## src/rtl/seq_subtractor_if.sv

```systemverilog
// Start/done handshake bundle between the controlling FSM and the
// chunked subtractor.
interface seq_subtractor_if #(
    parameter int WIDTH = 32
);
    logic             start_i;
    logic [WIDTH-1:0] min_i;
    logic [WIDTH-1:0] sub_i;
    logic             busy_o;
    logic             done_o;
    logic [WIDTH-1:0] diff_o;
    logic             borrow_o;

    modport master (
        output start_i,
        output min_i,
        output sub_i,
        input  busy_o,
        input  done_o,
        input  diff_o,
        input  borrow_o
    );

    modport slave (
        input  start_i,
        input  min_i,
        input  sub_i,
        output busy_o,
        output done_o,
        output diff_o,
        output borrow_o
    );
endinterface

```

## src/rtl/seq_subtractor.sv

```systemverilog
// Multi-cycle unsigned subtractor: CHUNK bits per cycle, LSB chunk
// first, with a registered borrow between chunks.
module seq_subtractor #(
    parameter int WIDTH = 32,
    parameter int CHUNK = 8
) (
    input logic           clk_i,
    input logic           rst_i,
    seq_subtractor_if.slave bus
);
    localparam int N  = WIDTH / CHUNK;
    localparam int CW = (N > 1) ? $clog2(N) : 1;

    localparam logic [0:0] S_IDLE = 1'b0;
    localparam logic [0:0] S_CALC = 1'b1;

    localparam logic [CW-1:0] LAST = CW'(N - 1);

    logic [0:0]       state_q, state_d;
    logic [WIDTH-1:0] a_q, a_d;
    logic [WIDTH-1:0] b_q, b_d;
    logic [WIDTH-1:0] work_q, work_d;
    logic             borrow_q, borrow_d;
    logic [CW-1:0]    cnt_q, cnt_d;
    logic             busy_q, busy_d;
    logic             done_q, done_d;
    logic [WIDTH-1:0] diff_q, diff_d;
    logic             bout_q, bout_d;

    logic [CHUNK:0]   step;
    int               base;

    always_comb begin
        state_d  = state_q;
        a_d      = a_q;
        b_d      = b_q;
        work_d   = work_q;
        borrow_d = borrow_q;
        cnt_d    = cnt_q;
        busy_d   = busy_q;
        done_d   = 1'b0;
        diff_d   = diff_q;
        bout_d   = bout_q;

        base = int'(cnt_q) * CHUNK;
        // Extra top bit of the difference is the chunk's borrow out
        step = {1'b0, a_q[base +: CHUNK]}
             - {1'b0, b_q[base +: CHUNK]}
             - {{CHUNK{1'b0}}, borrow_q};

        if (state_q == S_IDLE) begin
            if (bus.start_i) begin
                a_d      = bus.min_i;
                b_d      = bus.sub_i;
                borrow_d = 1'b0;
                cnt_d    = '0;
                busy_d   = 1'b1;
                state_d  = S_CALC;
            end
        end else begin
            work_d[base +: CHUNK] = step[CHUNK-1:0];
            borrow_d = step[CHUNK];
            if (cnt_q == LAST) begin
                diff_d  = work_d;
                bout_d  = step[CHUNK];
                done_d  = 1'b1;
                busy_d  = 1'b0;
                cnt_d   = '0;
                state_d = S_IDLE;
            end else begin
                cnt_d = cnt_q + 1'b1;
            end
        end
    end

    always_ff @(posedge clk_i or posedge rst_i) begin
        if (rst_i) begin
            state_q  <= S_IDLE;
            a_q      <= '0;
            b_q      <= '0;
            work_q   <= '0;
            borrow_q <= 1'b0;
            cnt_q    <= '0;
            busy_q   <= 1'b0;
            done_q   <= 1'b0;
            diff_q   <= '0;
            bout_q   <= 1'b0;
        end else begin
            state_q  <= state_d;
            a_q      <= a_d;
            b_q      <= b_d;
            work_q   <= work_d;
            borrow_q <= borrow_d;
            cnt_q    <= cnt_d;
            busy_q   <= busy_d;
            done_q   <= done_d;
            diff_q   <= diff_d;
            bout_q   <= bout_d;
        end
    end

    assign bus.busy_o   = busy_q;
    assign bus.done_o   = done_q;
    assign bus.diff_o   = diff_q;
    assign bus.borrow_o = bout_q;
endmodule

```

## src/flat_wrapper.sv

```systemverilog
// flat-port wrapper written by rule: the top's interface ports become plain ports
module seq_subtractor_flat 
#(
    parameter int WIDTH = 32,
    parameter int CHUNK = 8
)
  (clk_i, rst_i, bus_start_i, bus_min_i, bus_sub_i, bus_busy_o, bus_done_o, bus_diff_o, bus_borrow_o);
  seq_subtractor_if #(.WIDTH(WIDTH)) bus_i ();
  input logic clk_i;
  input logic rst_i;
  input wire logic [$bits(bus_i.start_i)-1:0] bus_start_i;
  input wire logic [$bits(bus_i.min_i)-1:0] bus_min_i;
  input wire logic [$bits(bus_i.sub_i)-1:0] bus_sub_i;
  output wire logic [$bits(bus_i.busy_o)-1:0] bus_busy_o;
  output wire logic [$bits(bus_i.done_o)-1:0] bus_done_o;
  output wire logic [$bits(bus_i.diff_o)-1:0] bus_diff_o;
  output wire logic [$bits(bus_i.borrow_o)-1:0] bus_borrow_o;
  assign bus_i.start_i = bus_start_i;
  assign bus_i.min_i = bus_min_i;
  assign bus_i.sub_i = bus_sub_i;
  assign bus_busy_o = bus_i.busy_o;
  assign bus_done_o = bus_i.done_o;
  assign bus_diff_o = bus_i.diff_o;
  assign bus_borrow_o = bus_i.borrow_o;
  seq_subtractor #(.WIDTH(WIDTH), .CHUNK(CHUNK)) u_core (.clk_i(clk_i), .rst_i(rst_i), .bus(bus_i));
endmodule
```

## config.mk

```make
export PLATFORM = sky130hd
export DESIGN_NAME = seq_subtractor_flat
export DESIGN_NICKNAME = d
export VERILOG_FILES = /design/src/rtl/seq_subtractor_if.sv /design/src/rtl/seq_subtractor.sv /design/src/flat_wrapper.sv
export SDC_FILE = /design/constraint.sdc
export NUM_CORES = 1
export LEC_CHECK = 0
export ABC_AREA = 1
export CORE_MARGIN = 2
export CORE_UTILIZATION = 49
export CTS_CLUSTER_SIZE = 16
export DETAILED_ROUTE_END_ITERATION = 16
export PLACE_DENSITY = 0.77
export SYNTH_ARGS = -nofsm -noshare
export SYNTH_HDL_FRONTEND = slang
export SYNTH_SLANG_ARGS = --single-unit
```

## constraint.sdc

```tcl
create_clock -name clk_i -period 5 [get_ports clk_i]
set_input_delay 1.5 -clock clk_i [delete_from_list [all_inputs] [get_ports clk_i]]
set_output_delay 1.5 -clock clk_i [all_outputs]
set_load 0.01 [all_outputs]
```

# Yosys cells after proc, flatten, opt, wreduce, memory -nomap -nowiden
# Cells that the tools add are included.
# word_totals
output_inout_bits	35
word_cells	39
input_bits	67
reg_bits	135
# classes
n_reduce_logical	4
eq_ne	2
shifts	4
muxes	14
n_addsub	4
bitwise	1
# ops
operator	count
32-bit by 6-bit variable part select with 8-bit output	2
5-bit negator with 33-bit output	1
8-bit by 33-bit variable shift with 32-bit output (first input constant)	1
8-bit by 33-bit variable part select with 32-bit output	1
32-bit bitwise mux	1
1-bit 2-to-1 mux	10
8-bit by 8-bit subtractor with 9-bit output	1
9-bit by 1-bit subtractor with 9-bit output	1
2-bit 2-to-1 mux	3
2-bit AND reduction	3
2-bit by 1-bit adder with 2-bit output (second input constant)	1
2-bit equality test (second input constant)	1
2-bit != test (second input constant)	1
2-bit nonzero test	1
1-bit NOT	1

# Longest topological paths before layout
# Gate-level depths: netlist of run 1.
# logic_depth
word_depth	5
depth_mapped	22
mapped_depth_nobuf	19

# Least setup slack after synthesis of run 1
# Ideal clock, no wire load.
# synth_timing
path_kind	register to register
start	register u_core.cnt_q[0]
end	register u_core.work_q[12]
n_path_buf	3
stages_incl_launch_ff	17
slack_ns	1.874
required_ns	4.867
arrival_ns	2.993
setup_time_ns	0.133
synth_period_minus_slack_ns	3.126
path_cell_list	dfrtp_1 -> buf_6 -> inv_6 -> buf_8 -> clkbuf_1 -> nand2_1 -> a32o_1 -> fa_1 -> fa_1 -> or2_1 -> nand2_1 -> nand2_1 -> or2_1 -> nand4_1 -> o22ai_1 -> nand2_1 -> o21ai_0
# synth_via
elab_chain_len	5
elab_cells_between_ends	8
classes_between	add/sub (3); shift (4); mux (1)
# synth_lines
item	line_no	source
start, declared	seq_subtractor.sv:24	logic [CW-1:0] cnt_q, cnt_d;
start signal, assigned	seq_subtractor.sv:94	cnt_q <= cnt_d;
32-bit by 6-bit variable part select with 8-bit output, on equally long branches	seq_subtractor.sv:47, seq_subtractor.sv:48	
8-bit by 8-bit subtractor with 9-bit output	seq_subtractor.sv:48	- {1'b0, b_q[base +: CHUNK]}
9-bit by 1-bit subtractor with 9-bit output	seq_subtractor.sv:49	- {{CHUNK{1'b0}}, borrow_q};
8-bit by 33-bit variable part select with 32-bit output	seq_subtractor.sv:61	work_d[base +: CHUNK] = step[CHUNK-1:0];
32-bit bitwise mux *	seq_subtractor.sv:61	
end signal, assigned	seq_subtractor.sv:92	work_q <= work_d;
end, declared	seq_subtractor.sv:22	logic [WIDTH-1:0] work_q, work_d;
# Every way passes the cells marked *; elsewhere a longest branch is shown, timed or not.
# A chain may end at the register's enable or synchronous reset.

# Final worst setup path of run 1
# Ends and elaborated chain as after synthesis.

==> results.md, run 1 <==
* Slowest library cell on the worst path: dfrtp_1
* Detailed Routing Iterations Pass 1 at 5
* M1 GR Usage at roughly 28%
* Clock Path Buffers at 2
* Met3 Resource Use GR at 5.46%
* Crit-path cells: inv_6 > o21ai_0 > o22ai_1 > fa_1 > fa_1 > or2_1 > nand2_1 > nand2_1 > or2_1 > nand4_1 > o22ai_1 > nand2_1 > o21ai_0
* Worst R2R Path Depth at 13
* Leak pwr at 0.00393 µW
* Minimum clock period at about 3.8 ns
* Worst Hold Class: reg2reg
* RSZ-0062 raised after global routing: false
* Layout Nets at 885
* Max incr delay on CP at 1.01 ns
* Vias per inst at ~5.2
* Worst hold start: u_core.bus.diff_o[13]$_DFFE_PP0P_
* Routed wire length at 15,200 µm
* Synth Net Count at between 700 and 800
* Synthesized area at 6490 µm²
* Setup TNS at 0 ns
* CP Launch Type: flip-flop
* Clk_lat worst skew at 0.42 ns
* Relative slew slack at 32.4%
* Endpoints failing setup at 0
* CP Class: reg2reg
* Overall routing resource usage at 22.7%
* Final Wtd Congestion at 0.887
* Hold Vio Cnt, Final at 0
* Synth Register Bits at around 140
* # fillers at 1,072
* Part of the power in registers at 27.1%
* Area growth syn-to-layout at 27.0%
* DRC errors left at 0
* Post-synthesis cell count at just over 700
* FFs w/ async S/R, synth at 100%
* Post-DP HPWL at about 10,000 µm
* Sw Share at 43.5%
* Die area at approximately 14,000 µm²
* Arrival time worst endpoint at 4.07 ns
* P_sw at 2980 µW
* Dominant synthesized flop cell: dfrtp_1
* Vias in the first global route at 5,327
* CP required at 5.27 ns
* CTS tree: built
* Least-Margin Pin Slew at 1.01 ns
* CP Max Fanout at 42
* Reg2reg start: u_core.cnt_q[0]$_DFFE_PP0P_
* First-pass GRT wire length at 25,400 µm
* R2r endpoint: u_core.work_q[12]$_DFFE_PP0P_
* IO Count at approximately 100
* Hold EP: u_core.bus.diff_o[13]$_DFFE_PP0P_
* Synthesis Warnings at 0
* Clock slew at reported path FFs at 0.06 ns
* H-tree depth at 4
* Via count at between 5,000 and 6,000
* Hold path cells at 2
* Highest clock rate at approximately 260 MHz
* Clock power frac at 19.2%
* Post-CTS setup buffer count at 0
* Sequential-to-total area share from yosys stat at 52.0%
* Clock skew at 0.00704 ns
* Antenna diode instance count at 0
* Reg2Reg Setup Slack at 1.21 ns
* Ratio of cells with drive above 1 in the final layout at 13.3%
* Status: completed
* Synth cell count leaders: 233 x nand2_1, 135 x dfrtp_1, 67 x inv_1
* Clock root cell: clkbuf_16
* Initial DRC count at 353
* Hold_buf cts at 0
* Delay-heaviest family, CP: flip-flops
* CTS Buf Count at 17
* Die X at around 120 µm
* Initial antenna violation count at 0
* Buffers on Ports at 101
* Rows at 42
* CTS sink cnt at 135
* Post-synth EDFFs at 0
* Initial Utilization at 49.6%
* Die Ht at about 120 µm
* Most frequent cell after synthesis: nand2_1
* Buf+Inv Stages, Crit Path at 1
* Routed wire per std cell at 15.4 µm
* Comb power frac at 53.7%
* Unique masters post-synth at 32
* Max Slew Vio Count at 0
* Internal power at 3870 µW
* Fin crit share at 75.8%
* Total congestion overflow at 0
* Max Cap Violations at 0
* Resize count post-CTS at 0
* Yosys top cell by area: dfrtp_1
* DRT antenna net count at 0
* Final WS setup at 1.21 ns
* Worst path most repeated cell: nand2_1
* Fin util at 63.0%
* Synth top area cells: dfrtp_1 52%, nand2_1 13%, mux2_2 10%, inv_1 3.9%, ha_1 3.5%
* Share of the synthesized area in the top cell type at 52.0%
* Core Area at 13,100 µm²
* Layer with the highest usage: met2
* Synthesized area per cell at 9.20 µm²
* VDD IR-drop max at between 0.5 and 0.6 mV
* Largest net degree at the start of global routing at 136
* GR Util met2 at 37.8%
* Worst setup EP type: flip-flop
* Worst slack, placed at 1.31 ns
* Power density cells at approximately 830 nW/µm²
logic make-up after synthesis:
logic type               synth area share [%]
AND/OR/NAND/NOR                          17.6
buffers and inverters                    6.65
AO/OA/AOI/OAI                            8.71
flip-flops                               52.0
multiplexers                             10.4
XOR/XNOR                                0.520
adder cells (fa/ha/maj)                  4.09
power by group through the flow:
stage	Clock (µW)	Sequential, µW	Combinational [µW]
after floorplan	0	1790	2650
after CTS	1330	1850	3660
after global routing	1380	1910	4120
final	1320	1860	3680
after global placement	0	1840	3500
after detailed placement	0	1860	3620
metrics by stage:
step | total power, µW | cell area [µm²] | hold slack, ns | std cells
CTS | 6840 | 8250 | 0.486 | 986
detailed placement | 5480 | 7620 | 0.470 | 955
global placement | 5330 | 7620 | 0.462 | 955
floorplan | 4430 | 6500 | 0.449 | 706
global route | 7410 | 8250 | 0.509 | 986
finish | 6850 | 8250 | 0.482 | 986
how the worst max path moves through the flow:
stage,cells after the start,from,endpoint,slack (ns)
floorplan,1,rst_i,u_core.a_q[0]$_DFFE_PP0P_,1.82
global route,13,u_core.cnt_q[0]$_DFFE_PP0P_,u_core.work_q[10]$_DFFE_PP0P_,0.92
finish,13,u_core.cnt_q[0]$_DFFE_PP0P_,u_core.work_q[12]$_DFFE_PP0P_,1.21
CTS,13,u_core.cnt_q[0]$_DFFE_PP0P_,u_core.work_q[12]$_DFFE_PP0P_,1.26
detailed placement,13,u_core.cnt_q[0]$_DFFE_PP0P_,u_core.work_q[12]$_DFFE_PP0P_,1.31
global placement,4,bus_start_i,u_core.a_q[6]$_DFFE_PP0P_,1.41
sequential cells by signal (all words and copies together), names as in the netlist:
signal	count
u_core.cnt_q	2
u_core.bus.borrow_o	1
u_core.borrow_q	1
u_core.b_q	32
u_core.bus.diff_o	32
u_core.bus.busy_o	1
u_core.state_q	1
u_core.a_q	32
u_core.bus.done_o	1
u_core.work_q	32
area by class of cell:
| class | instances | area [µm²] | share of cell area (%) |
|---|---|---|---|
| inverter | 70 | 272 | 3.29 |
| clock buffer | 22 | 474 | 5.75 |
| sequential | 135 | 3380 | 41.0 |
| timing repair buffer | 107 | 1070 | 13.0 |
| multi-input combinational | 467 | 2690 | 32.6 |
| clock inverter | 9 | 148 | 1.79 |
| tap | 176 | 220 | 2.67 |
per-layer routing:
layer	share of wire (%)	up-vias
li1	-	2472
met1	42	2464
met2	49	180
met3	6.0	31
met4	2.5	0
met5	0	-
cell usage in the layout (no fill, tap or decap), drive strengths merged, types with 15 or more instances in the layout:
master,synthesis,routed
nand3,15,15
inv,69,68
ha,18,18
a21oi,16,16
nor2,28,28
clkbuf,16,22
dfrtp,135,135
o22ai,25,25
mux2,60,60
nand2,237,237
clkdlybuf4s50,0,101
o21ai,44,44
tightest hold or removal path, delay by kind of cell (launching register included):
kind	cells	cell delay [ns]
and+or+nand+nor	2	0.10
DFF	1	0.35
No activity file was read; power rests on OpenSTA's default activity.
==> run 2: changes to the inputs <==
- CORE_UTILIZATION: 49 -> 50
- PLACE_DENSITY: 0.77 -> 0.75
- clock period: 5 -> 3.5 ns (I/O delays scaled with it)
==> run 2 against run 1 <==
Core utilization is 2.5 points higher. Final cell count is 0.30% higher. Hold slack worse by 0.0035 ns. Routed wire length is 0.90% higher. Power is 42% higher. Flip-flop and latch count stayed put. Clock power is 36% higher. Critical path type unchanged. Sequential share of layout area is 0.26 points lower.
==> results.md, run 2 (same netlist as run 1, synthesis figures left out) <==
* Worst path most repeated cell: nand2_1
* Largest net degree at the start of global routing at 70 (-49%)
* Placed insts at 958 (+0.31%)
* Initial Utilization at 51.2% (+1.6 points)
* H-tree depth at 4 (unchanged)
* Multi-input gate area at 2690 µm² (unchanged)
* Overall Power at 9760 µW (+42%)
* CTS sink cnt at 135 (unchanged)
* Most frequent cells in the layout: 232 x nand2_1, 135 x dfrtp_1, 101 x clkdlybuf4s50_1, 66 x inv_1, 60 x mux2_2
* RSZ-0062 raised after global routing: false
* Die area at 13,900 µm² (-1.9%)
* Endpoints failing setup at 0 (unchanged)
* Antenna diode instance count at 0 (unchanged)
* Relative slew slack at 45.9% (+13 points)
* Least-Margin Pin Slew at 0.810 ns (-0.203 ns)
* Vias in the first global route at 5,267 (-1.1%)
* First-pass GRT wire length at 25,600 µm (+0.79%)
* Delay-heaviest family, CP: compound AO/OA/AOI/OAI gates
* Worst setup EP type: flip-flop
* CTS tree: built
* Sw Share at 43.7% (+0.20 points)
* Initial antenna violation count at 0 (unchanged)
* Status: completed
* Layer with the highest usage: met2
* Fin crit share at 90.1% (+14 points)
* DRC errors left at 0 (unchanged)
* Met3 Resource Use GR at 6.20% (+0.74 points)
* Area growth syn-to-layout at 27.8%
* Worst Hold Class: reg2reg
* Initial DRC count at 281 (-20%)
* CP Class: reg2reg
* Routed wire per std cell at 15.5 µm (+0.60%)
* IO Count at 102 (unchanged)
* Overall routing resource usage at 23.1% (+0.42 points)
* Internal power at 5500 µW (+42%)
* Max Cap Violations at 0 (unchanged)
* Final hold slack at 0.479 ns (-0.00349 ns)
* Clk_lat worst skew at 0.42 ns (about the same)
* Part of the power in registers at 26.4% (-0.7 points)
* # fillers at 1,027 (-4.2%)
* Clock root cell: clkbuf_16
* Core Area at 12,700 µm² (-3.2%)
* CP Launch Type: flip-flop
* VDD IR-drop max at 0.649 mV (+10%)
* Post-DP HPWL at 10,900 µm (+3.7%)
* Clock power frac at 18.3% (-0.9 points)
* Leak pwr at 0.00396 µW (+0.73%)
* Ratio of cells with drive above 1 in the final layout at 14.0% (+0.62 points)
* Comb power frac at 55.2% (+1.5 points)
* CTS Buf Count at 17 (unchanged)
* Detailed Routing Iterations Pass 1 at 5 (unchanged)
* Die Ht at 118 µm (-0.97%)
* Slowest library cell on the worst path: dfrtp_1
* Routed wire length at 15,300 µm (+0.90%)
* Final Wtd Congestion at 0.930 (+4.8%)
* Fin util at 65.5% (+2.5 points)
* CP Max Fanout at 31 (-26%)
* Arrival time worst endpoint at 3.51 ns (-0.56 ns)
* Hold Vio Cnt, Final at 0 (unchanged)
* Max Slew Vio Count at 0 (unchanged)
* Register area at 3380 µm² (unchanged)
* Total congestion overflow at 0 (unchanged)
* Die X at 118 µm (-0.97%)
* Via count at 5,212 (+1.3%)
* P_sw at 4260 µW (+43%)
* Resize count post-CTS at 0 (unchanged)
* Setup TNS at 0 ns (unchanged)
* Post-CTS setup buffer count at 0 (unchanged)
* Power density cells at 1180 nW/µm² (+42%)
* Vias per inst at 5.27 (+0.96%)
* Max incr delay on CP at 0.44 ns (-0.57 ns)
* Hold_buf cts at 0 (unchanged)
* Commonest non-fill, non-tap cell in the layout: nand2_1
* Finished Layout Cells at 989 (+0.30%)
* Layout Nets at 892 (+0.79%)
* GR Util met2 at 39.2% (+1.5 points)
* Minimum clock period at 3.15 ns (-0.639 ns)
* Buffers on Ports at 101 (unchanged)
* Clock skew at 0.00731 ns (+0.000268 ns)
* Clock Path Buffers at 2 (unchanged)
* Rows at 41 (-2.4%)
* Highest clock rate at 317 MHz (+20%)
* M1 GR Usage at 28.8% (+0.39 points)
* CP required at 3.86 ns (-1.41 ns)
* Buf+Inv Stages, Crit Path at 3 (+2)
* DRT antenna net count at 0 (unchanged)
* Clock slew at reported path FFs at 0.06 ns (about the same)
* Crit-path cells: buf_4 > o21ai_0 > o22ai_1 > ha_1 > inv_1 > ha_1 > inv_1 > o21ai_0 > nand2_1 > nand3_1 > xor2_1 > nor2_1 > nand2_1 > o21ai_0 > nand2_1 > nand2_1
[run 2: changes by cell type in the layout (fill, tap and decap cells not counted), sizes merged]
cell / delta
clkinvlp: +1
bufinv: -1
buf: +7
[run 2: worst paths after layout]
check | slack [ns] | cells after the start | start | end
worst max-delay path | 0.35 | 16 | u_core.cnt_q[0]$_DFFE_PP0P_ | u_core.bus.diff_o[14]$_DFFE_PP0P_
worst min register to register | 0.48 | 2 | u_core.bus.diff_o[8]$_DFFE_PP0P_ | u_core.bus.diff_o[8]$_DFFE_PP0P_
worst max register to register | 0.35 | 16 | u_core.cnt_q[0]$_DFFE_PP0P_ | u_core.bus.diff_o[14]$_DFFE_PP0P_
worst min-delay path | 0.48 | 2 | u_core.bus.diff_o[8]$_DFFE_PP0P_ | u_core.bus.diff_o[8]$_DFFE_PP0P_
max in group asynchronous | 1.72 | 3 | rst_i | u_core.a_q[26]$_DFFE_PP0P_
min in group asynchronous | 1.13 | 2 | rst_i | u_core.bus.diff_o[7]$_DFFE_PP0P_
[run 2: area by class of cell]
type | count | share of cell area [%]
Multi-Input combinational cell | 467 | 32.4
Inverter | 70 | 3.27
Sequential cell | 135 | 40.7
Clock buffer | 22 | 5.59
Timing Repair Buffer | 114 | 14.0
Clock inverter | 9 | 1.51
Tap cell | 172 | 2.59
[run 2: power by group through the flow]
| stage | combinational (µW) | sequential, µW | clock [µW] |
|---|---|---|---|
| 2_1_floorplan | 3780 | 2560 | 0 |
| 5_1_grt | 5980 | 2660 | 1880 |
| 3_5_place_dp | 5310 | 2600 | 0 |
| 3_3_place_gp | 5100 | 2560 | 0 |
| 6_report | 5390 | 2580 | 1790 |
| 4_1_cts | 5350 | 2580 | 1810 |
[run 2: tightest hold or removal path: cells and delay by family (launching register included)]
kind          cells  cell delay (ns)
flops             1             0.34
simple gates      2             0.10
[run 2: per-layer routing]
metal  vias up  part of all wire (%)
met3        18                   6.0
met1      2534                    43
met4         0                   1.3
li1       2481                     -
met2       179                    50
met5         -                     0
[run 2: per-stage QoR]
step                      setup WS (ns)  cell area (µm²)
after global routing             0.0892             8300
final                             0.348             8300
after global placement            0.540             7710
after floorplan                   0.374             6500
after CTS                         0.421             8300
after detailed placement          0.436             7710
